### src/rtl/pipeline_ctrl.sv
// pipeline_ctrl: pipeline latch enable/flush sequencer with dmem gating, halt and watchdog.
// Define PIPE_PERF_CNT_EN to build the saturating dstall/bubble counters (tied to 0 otherwise).
module pipeline_ctrl #(
  parameter int          REG_W     = 5,
  parameter int          CNT_W     = 32,
  parameter int unsigned DWAIT_MAX = 0
) (
  input  logic             CLK,
  input  logic             RST,
  input  logic             ihit,
  input  logic             dhit,
  input  logic             dmemREN_mem,
  input  logic             dmemWEN_mem,
  input  logic             halt_mem,
  input  logic             redirect_ex,
  input  logic             dREN_ex,
  input  logic [REG_W-1:0] wsel_ex,
  input  logic [REG_W-1:0] rs_id,
  input  logic [REG_W-1:0] rt_id,
  output logic             pc_en,
  output logic             ifid_en,
  output logic             ifid_flush,
  output logic             idex_en,
  output logic             idex_flush,
  output logic             exmem_en,
  output logic             exmem_flush,
  output logic             memwb_en,
  output logic             memwb_flush,
  output logic             dmem_gate,
  output logic             halted,
  output logic             wd_err,
  output logic [CNT_W-1:0] dstall_cnt,
  output logic [CNT_W-1:0] bubble_cnt
);
  typedef enum logic [1:0] {RUN, DWAIT, DDONE, HALT} state_t;
  state_t      state_q, state_d;
  logic [31:0] wd_cnt_q, wd_cnt_d;
  logic        wd_err_q, wd_err_d;
  logic        mem_op, advance, load_use;
  assign mem_op   = dmemREN_mem | dmemWEN_mem;
  assign load_use = dREN_ex & (|wsel_ex) & (wsel_ex == rs_id | wsel_ex == rt_id);
  always_ff @(posedge CLK) begin
    if (RST) begin
      state_q  <= RUN;
      wd_cnt_q <= '0;
      wd_err_q <= 1'b0;
    end else begin
      state_q  <= state_d;
      wd_cnt_q <= wd_cnt_d;
      wd_err_q <= wd_err_d;
    end
  end
  // DWAIT and DDONE share the exit rule once dhit has been seen
  always_comb begin
    advance  = (state_q == RUN)   ? (mem_op ? dhit & ihit : ihit) :
               (state_q == DWAIT) ? dhit & ihit :
               (state_q == DDONE) & ihit;
    state_d  = (advance & halt_mem) | (state_q == HALT) ? HALT :
               (state_q == RUN & !mem_op) ? RUN :
               (state_q == DDONE | dhit) ? (ihit ? RUN : DDONE) : DWAIT;
    wd_cnt_d = (state_q == DWAIT & !wd_err_q) ? wd_cnt_q + 32'd1 : '0;
    wd_err_d = wd_err_q | (DWAIT_MAX != 0 && state_q == DWAIT && wd_cnt_q + 32'd1 == DWAIT_MAX);
  end
  always_comb begin
    pc_en       = RST ? 1'b0 : advance & (redirect_ex | !load_use);
    ifid_en     = RST ? 1'b0 : advance & (redirect_ex | !load_use);
    idex_en     = RST ? 1'b0 : advance;
    exmem_en    = RST ? 1'b0 : advance;
    memwb_en    = RST ? 1'b0 : advance;
    ifid_flush  = RST | (advance & redirect_ex);
    idex_flush  = RST | (advance & (redirect_ex | load_use));
    exmem_flush = RST;
    memwb_flush = RST;
    dmem_gate   = RST | (state_q != DDONE);
    halted      = state_q == HALT;
    wd_err      = wd_err_q;
  end
`ifdef PIPE_PERF_CNT_EN
  logic [CNT_W-1:0] dstall_q, dstall_d, bubble_q, bubble_d;
  logic [CNT_W:0]   bubble_sum;
  always_comb begin
    bubble_sum = {1'b0, bubble_q} +
                 {{(CNT_W-1){1'b0}}, advance & redirect_ex, advance & !redirect_ex & load_use};
    bubble_d   = bubble_sum[CNT_W] ? '1 : bubble_sum[CNT_W-1:0];
    dstall_d   = dstall_q + {{(CNT_W-1){1'b0}}, (state_q == DWAIT | state_q == DDONE) & ~&dstall_q};
  end
  always_ff @(posedge CLK) begin
    if (RST) begin
      dstall_q <= '0;
      bubble_q <= '0;
    end else begin
      dstall_q <= dstall_d;
      bubble_q <= bubble_d;
    end
  end
  assign dstall_cnt = dstall_q;
  assign bubble_cnt = bubble_q;
`else
  assign dstall_cnt = '0;
  assign bubble_cnt = '0;
`endif
endmodule
### config.mk
export PLATFORM = sky130hd
export DESIGN_NAME = pipeline_ctrl
export DESIGN_NICKNAME = d
export VERILOG_FILES = /design/src/rtl/pipeline_ctrl.sv
export SDC_FILE = /design/constraint.sdc
export NUM_CORES = 1
export LEC_CHECK = 0
export CORE_ASPECT_RATIO = 0.75
export CORE_MARGIN = 2
export CORE_UTILIZATION = 29
export CTS_BUF_LIST = sky130_fd_sc_hd__clkbuf_4 sky130_fd_sc_hd__clkbuf_8 sky130_fd_sc_hd__clkbuf_16
export DETAILED_ROUTE_END_ITERATION = 8
export PLACE_DENSITY = 0.86
export RECOVER_POWER = 100
export SLEW_MARGIN = 20
export SYNTH_ARGS = -nofsm -noshare
export SYNTH_HDL_FRONTEND = slang
export SYNTH_SLANG_ARGS = --single-unit
### constraint.sdc
create_clock -name CLK -period 2.87 [get_ports CLK]
set_clock_uncertainty 0.05 [all_clocks]
set_input_delay 0.287 -clock CLK [delete_from_list [all_inputs] [get_ports CLK]]
set_output_delay 0.287 -clock CLK [all_outputs]
set_load 0.05 [all_outputs]
==> Yosys cells after proc, flatten, opt, wreduce, memory -nomap -nowiden <==
Index checks and enable logic that the tools add are counted.
{ "totals": {"reg_bits": 2, "out_inout_bits": 76, "word_cells": 38} }
{ "classes": {"eq_ne": 6, "n_mux": 9, "bitwise_logic": 18, "n_reduce_logical": 4} }
{ "op_table": {"columns": ["operator", "n"], "rows": [
  ["$eq 5x5->1", 2],
  ["$and 1x1->1", 9],
  ["$or 1x1->1", 9],
  ["$mux 2", 4],
  ["$mux 1", 5],
  ["$reduce_or 5->1", 1],
  ["$eq 2x2->1 const B", 2],
  ["$eq 2x1->1 const B", 1],
  ["$logic_not 1->1", 2],
  ["$logic_not 2->1", 1],
  ["$ne 2x2->1 const B", 1]
]} }

==> Depth between registers and ports, before layout <==
Gate-level depths: netlist (run 1).
{ "depth": {"depth_word": 7, "ltp_mapped": 5, "mapped_depth_nobuf": 4} }

==> Worst setup path before layout (run 1) <==
Ideal clock, no wire load.
{ "synth_path": {"path_type": "register -> output", "from": "reg state_q[0]", "to": "out pc_en", "t_arrival_ps": 2141, "t_required_ps": 2533, "slack_ps": 392, "path_stages_with_launch": 6, "path_buffers": 1, "path_cell_list": "dfxtp_1 nor3_4 o31ai_1 nor2_1 o31a_2 buf_4"} }
{ "synth_between": {"elab_chain_len": 6, "word_cells_on_any_way": 8} }
{ "synth_lines": {"columns": ["item", "line_no", "text"], "rows": [
  ["start: declaration", "36", "state_t state_q, state_d;"],
  ["start signal: assignment", "48", "state_q <= state_d;"],
  ["$eq 2x2->1", "57", "(state_q == DDONE) & ihit;"],
  ["$and 1x1->1", "57", null],
  ["$mux 1", "56", "(state_q == DWAIT) ? dhit & ihit :"],
  ["$mux 1 (*)", "55", "advance = (state_q == RUN) ? (mem_op ? dhit & ihit : ihit) :"],
  ["$and 1x1->1 (*)", null, null],
  ["$mux 1 (*)", null, null],
  ["end: declaration", "20", "output logic pc_en,"]
]} }
Every way passes the cells marked *; elsewhere a longest branch is shown, timed or not.

==> Worst setup path in the final report (run 1) <==
{ "layout_path": {"from": "in dmemWEN_mem", "to": "out idex_en"} }
{ "layout_between": {"elab_chain_len": 4} }
{ "layout_lines": {"columns": ["item", "line_no", "text"], "rows": [
  ["start: declaration", "13", "input logic dmemWEN_mem,"],
  ["$or 1x1->1", "40", "assign mem_op = dmemREN_mem | dmemWEN_mem;"],
  ["$mux 1 (2 in a row)", "55", null],
  ["$mux 1", "67", "idex_en = RST ? 1'b0 : advance;"],
  ["end: declaration", "23", "output logic idex_en,"]
]} }
Every way passes these cells.

==> results of run 1 <==
-- power by group --
| group | switching, W | internal, W |
|---|---|---|
| registers | 0.00000283 | 0.0000305 |
| logic | 0.000250 | 0.0000569 |
| clock network | 0.0000197 | 0.0000885 |
| total | 0.000272 | 0.000176 |
-- per-layer routing --
layer / global-route usage / vias to the layer above / routed length, um
met5: 0 / - / 0
met4: 0.0313 / 0 / 0
met3: 0.0179 / 0 / 177
met2: 0.160 / 40 / 862
met1: 0.0729 / 249 / 450
li1: - / 276 / -
-- per-stage QoR --
step                      utilization  hold slack, ns  std cells  instance area, um2
after global routing            0.364           0.529        176                 968
after floorplan                     -           0.309        173                1070
final                           0.364           0.503        176                 968
after global placement          0.356           0.493        173                 947
after CTS                       0.371           0.496        176                 988
after detailed placement        0.356           0.491        173                 947
-- final cells by class --
class                      count  share of cell area
multi-input combinational    100               0.517
timing repair buffer          34               0.349
tap                           36              0.0465
clock buffer                   3              0.0426
sequential                     2              0.0413
inverter                       1             0.00388
-- synthesized netlist by cell type (all sizes together) --
master  count
dfxtp       2
conb        1
and2        1
nor2        5
mux2        1
a21oi       1
nor3        5
a22oi       1
nand2b      1
xor2       10
o31a        2
or4         1
a211oi      1
nor3b       1
o31ai       2
nor2b       2
o21ai       1
inv         1
buf        70
-- path summary, 6_finish.rpt --
path,slack (ns),startpoint,to,cells past startpoint
setup / recovery,0.23,dmemWEN_mem,idex_en,5
hold / removal,0.50,state_q[1],state_q[1],2
setup reg to reg,1.63,state_q[0],state_q[1],4
hold reg to reg,0.50,state_q[1],state_q[1],2
-- logic make-up (layout without fill, tap and decap cells) --
| group | count (synthesis) | after routing |
|---|---|---|
| AOI/OAI and AO/OA | 8 | 8 |
| xor gates and xnor gates | 10 | 10 |
| buffers and inverters | 71 | 38 |
| DFF | 2 | 2 |
| muxes | 1 | 1 |
| other | 1 | 65 |
| and+or+nand+nor | 16 | 16 |
-- worst max-delay path, delay by kind of cell --
family / cells / cell delay (ns)
buffers and inverters: 2 / 1.43
and+or+nand+nor: 2 / 0.44
AOI/OAI and AO/OA: 1 / 0.14
==> results.json, run 1 <==
{
  "ys_types": 21,
  "avgSynthCellArea_um2": 7.61,
  "dp_slack_ns": 0.324,
  "ir_worst_vdd_mv": 0.107,
  "synthAdderAreaFrac": 0,
  "status": "complete, no violations",
  "clk_pin_slew_ns": 0.03,
  "n_fill_cell": 311,
  "largest-register": "state_q",
  "drive_gt1_frac": 0.0571,
  "synthCells": 109,
  "leakagePower_nw": 0.476,
  "cp-end-kind": "output port",
  "num_rows": 16,
  "synth_top_family_by_area": "buffers and inverters",
  "tightest_slew_ns": 0.621,
  "cts_resized": 0,
  "relSlewSlack": 0.587,
  "setup_viol": 0,
  "globalRouteOverflowTotal": 0,
  "synthTopCellsByArea": "buf_4, xor2_1, dfxtp_1, nor3_1, nor2_1",
  "grt_pass1_wl_mm": 1.98,
  "synth_top_cell_by_area": "buf_4",
  "worstHoldPathType": "flop to flop",
  "yosys_warnings": 0,
  "rsz0062_at_grt": "false",
  "start_kind": "input port",
  "seq_area_um2": 40.0,
  "fin_nets": 166,
  "antenna_cells": 0,
  "place_congestion": 0.742,
  "num_vias": 565,
  "seq_area_frac_synth": 0.0483,
  "synthMuxAreaShare": 0.0136,
  "fin_crit_ns": 2.64,
  "antenna_found_initial": 0,
  "portBuffers": 34,
  "detail-route-antenna-nets": 0,
  "hold_viol_final": 0,
  "routed_wl_mm": 1.49,
  "core_area_um2": 2660,
  "dieArea_um2": 3310,
  "ys_seq_elements": 2,
  "yosys.area_share.simple": 0.115,
  "crit_type": "input port to output port",
  "synth_compound_area_frac": 0.0754,
  "setup_ws_ns": 0.231,
  "grt_max_degree": 8,
  "synth_top_area_frac": 0.633,
  "cts_tree": "yes",
  "cp_slowest_stage_delay_ns": 0.85,
  "die_x_um": 65.8,
  "post-route-period-util": 0.920,
  "dr.pass1.iters": 2,
  "grt_usage": 0.0781,
  "setup-tns-final_ns": 0,
  "first_global_vias": 475,
  "maxCapViolations": 0,
  "cts_setup_buffers": 0,
  "pin_count": 100,
  "wl_per_cell_um": 8.46,
  "routed_via_density": 3.21,
  "slew_violations": 0,
  "path_cells": "dlygate4sd3_1 -> nor3_4 -> o31ai_1 -> nor2_1 -> clkdlybuf4s50_1",
  "clk_path_buf_depth": 2,
  "dp_hpwl_mm": 1.38,
  "areaGrowthSynthToFinish_pct": 16.7,
  "reg_top3": "state_q (2)",
  "multi_input_area_um2": 500,
  "p_per_area_nw_per_um2": 463,
  "clock_latency_ns": 0.21,
  "layout_common_cells": "conb_1, clkdlybuf4s50_1, xor2_1, dlygate4sd3_1, nor2_1",
  "drc": 0,
  "ctsHoldBuffers": 0,
  "synth.cell_area_um2": 830,
  "final_common_cell": "conb_1",
  "htreeDepth": 1,
  "critical_path.max_fanout": 4,
  "largest_reg_flops": 2,
  "required_ns": 2.53,
  "die_y_um": 50.3,
  "root_buffer": "clkbuf_8",
  "slowest_stage": "clkdlybuf4s50_1",
  "clock_sinks": 2,
  "first_iter_violations": 8,
  "synthXorXnorAreaFrac": 0.106,
  "power_w": 0.000448,
  "arrival_ns": 2.30,
  "fmax_ghz": 0.379,
  "start_util": 0.312,
  "cts_made_buffers": 3
}
Note: power is estimated with default switching activity, not from simulation.
==> run 2, diff against run 1 <==
- CORE_MARGIN: 2 -> default
- clock period: 2.87 -> 3.2 ns (I/O delays scaled with it)
==> run 2 against run 1 <==
Clock-buffer cell count unchanged. Global-route usage increased by 0.10 points. Final cell count unchanged. First-iteration DRC count decreased by 38%. Register-to-register slack improved by 0.32 ns. Combinational power decreased by 11%. Sequential power decreased by 11%. Sequential cell count unchanged. Cell area increased by 0.26%. Non-clock buffer count unchanged.
==> results.json, run 2 (synthesis gave the netlist of run 1 again) <==
{
  "cts_resized": 0,
  "detail-route-antenna-nets": 0,
  "slew_violations": 0,
  "cp_slowest_stage_delay_ns": 0.88,
  "maxCapViolations": 0,
  "antenna_found_initial": 0,
  "largest-register": "state_q",
  "antenna_cells": 0,
  "dr.pass1.iters": 2,
  "path_cells": "dlygate4sd3_1 -> nor3_4 -> o31ai_1 -> nor2_1 -> o31a_2 -> dlygate4sd3_1",
  "setup_ws_ns": 0.314,
  "fin_nets": 166,
  "setup-tns-final_ns": 0,
  "root_buffer": "clkbuf_8",
  "relSlewSlack": 0.655,
  "layout_common_cells": "conb_1, clkdlybuf4s50_1, dlygate4sd3_1, xor2_1, nor2_1",
  "areaGrowthSynthToFinish_pct": 17.0,
  "die_y_um": 48.3,
  "drc": 0,
  "ctsHoldBuffers": 0,
  "place_congestion": 0.803,
  "fin_util": 0.365,
  "htreeDepth": 1,
  "critical_path.max_fanout": 4,
  "crit_top_cell": "dlygate4sd3_1",
  "clk_pin_slew_ns": 0.03,
  "finalInstanceArea_um2": 971,
  "setup_viol": 0,
  "reg_top3": "state_q (2)",
  "start_kind": "input port",
  "grt_max_degree": 8,
  "arrival_ns": 2.52,
  "largest_reg_flops": 2,
  "ir_worst_vdd_mv": 0.109,
  "fmax_ghz": 0.346,
  "die_x_um": 63.8,
  "cts_made_buffers": 3,
  "wl_per_cell_um": 7.40,
  "clock_sinks": 2,
  "post-route-period-util": 0.902,
  "dp_hpwl_mm": 1.21,
  "dieArea_um2": 3080,
  "globalRouteOverflowTotal": 0,
  "p_per_area_nw_per_um2": 410,
  "core_area_um2": 2660,
  "clk_path_buf_depth": 2,
  "path_delay_family": "buffers and inverters",
  "final_common_cell": "conb_1",
  "drive_gt1_frac": 0.0500,
  "crit_type": "input port to output port",
  "place_area_um2": 930,
  "pin_count": 100,
  "slowest_stage": "dlygate4sd3_1",
  "grt_pass1_wl_mm": 1.86,
  "num_rows": 16,
  "num_vias": 571,
  "hold_viol_final": 0,
  "start_util": 0.312,
  "timing.hold.ws_ns": 0.490,
  "first_global_vias": 441,
  "grt_usage": 0.0791,
  "status": "complete, no violations",
  "routed_wl_mm": 1.30,
  "tightest_slew_ns": 0.515,
  "crit_buf_inv": 2,
  "rsz0062_at_grt": "false",
  "first_iter_violations": 5,
  "cts_setup_buffers": 0,
  "fin_crit_ns": 2.89,
  "routed_via_density": 3.24,
  "portBuffers": 34,
  "cts_tree": "yes",
  "dp_slack_ns": 0.368,
  "leakagePower_nw": 0.489,
  "worstHoldPathType": "flop to flop",
  "clock_latency_ns": 0.21,
  "required_ns": 2.83,
  "cp-end-kind": "output port"
}
-- run 2: cell types whose count changed in the layout (fill, tap and decap cells not counted), sizes merged --
cell           change
buf                -1
dlygate4sd3        +5
clkdlybuf4s50      -2
clkbuf             -2
-- run 2: routing by layer --
layer | global-route usage | wire [um] | vias up
li1 | - | - | 276
met1 | 0.0770 | 431 | 249
met2 | 0.147 | 728 | 44
met3 | 0.0165 | 120 | 2
met4 | 0.0568 | 22 | 0
met5 | 0 | 0 | -
-- run 2: worst paths after layout --
path               startpoint         end  slack [ns]  cells past startpoint
setup / recovery  dmemWEN_mem     ifid_en        0.31                      6
hold / removal     state_q[1]  state_q[1]        0.49                      2
setup reg to reg   state_q[0]  state_q[1]        1.95                      4
hold reg to reg    state_q[1]  state_q[1]        0.49                      2
-- run 2: stage by stage --
| stage | cells | total power [W] |
|---|---|---|
| floorplan | 173 | 0.000318 |
| global placement | 173 | 0.000304 |
| detailed placement | 173 | 0.000306 |
| CTS | 176 | 0.000404 |
| global route | 176 | 0.000418 |
| finish | 176 | 0.000398 |
-- run 2: area by class of cell --
class | instances | area, um2
inverter | 1 | 3.75
sequential | 2 | 40.0
fill | 309 | 1690
multi-input combinational | 100 | 500
tap | 36 | 45.0
timing repair buffer | 34 | 340
clock buffer | 3 | 41.3
-- run 2: worst register-to-register path, stage by stage, from the launching register on --
cell,delay [ns]
dfxtp_1,0.33
nor3_4,0.25
mux2_2,0.36
nor2_1,0.09
nor3_1,0.05
-- run 2: power breakdown --
part           total (W)  internal [W]  switching, W
clock          0.0000961     0.0000793     0.0000168
sequential     0.0000298     0.0000274    0.00000245
combinational   0.000273     0.0000500      0.000223
total           0.000398      0.000157      0.000242
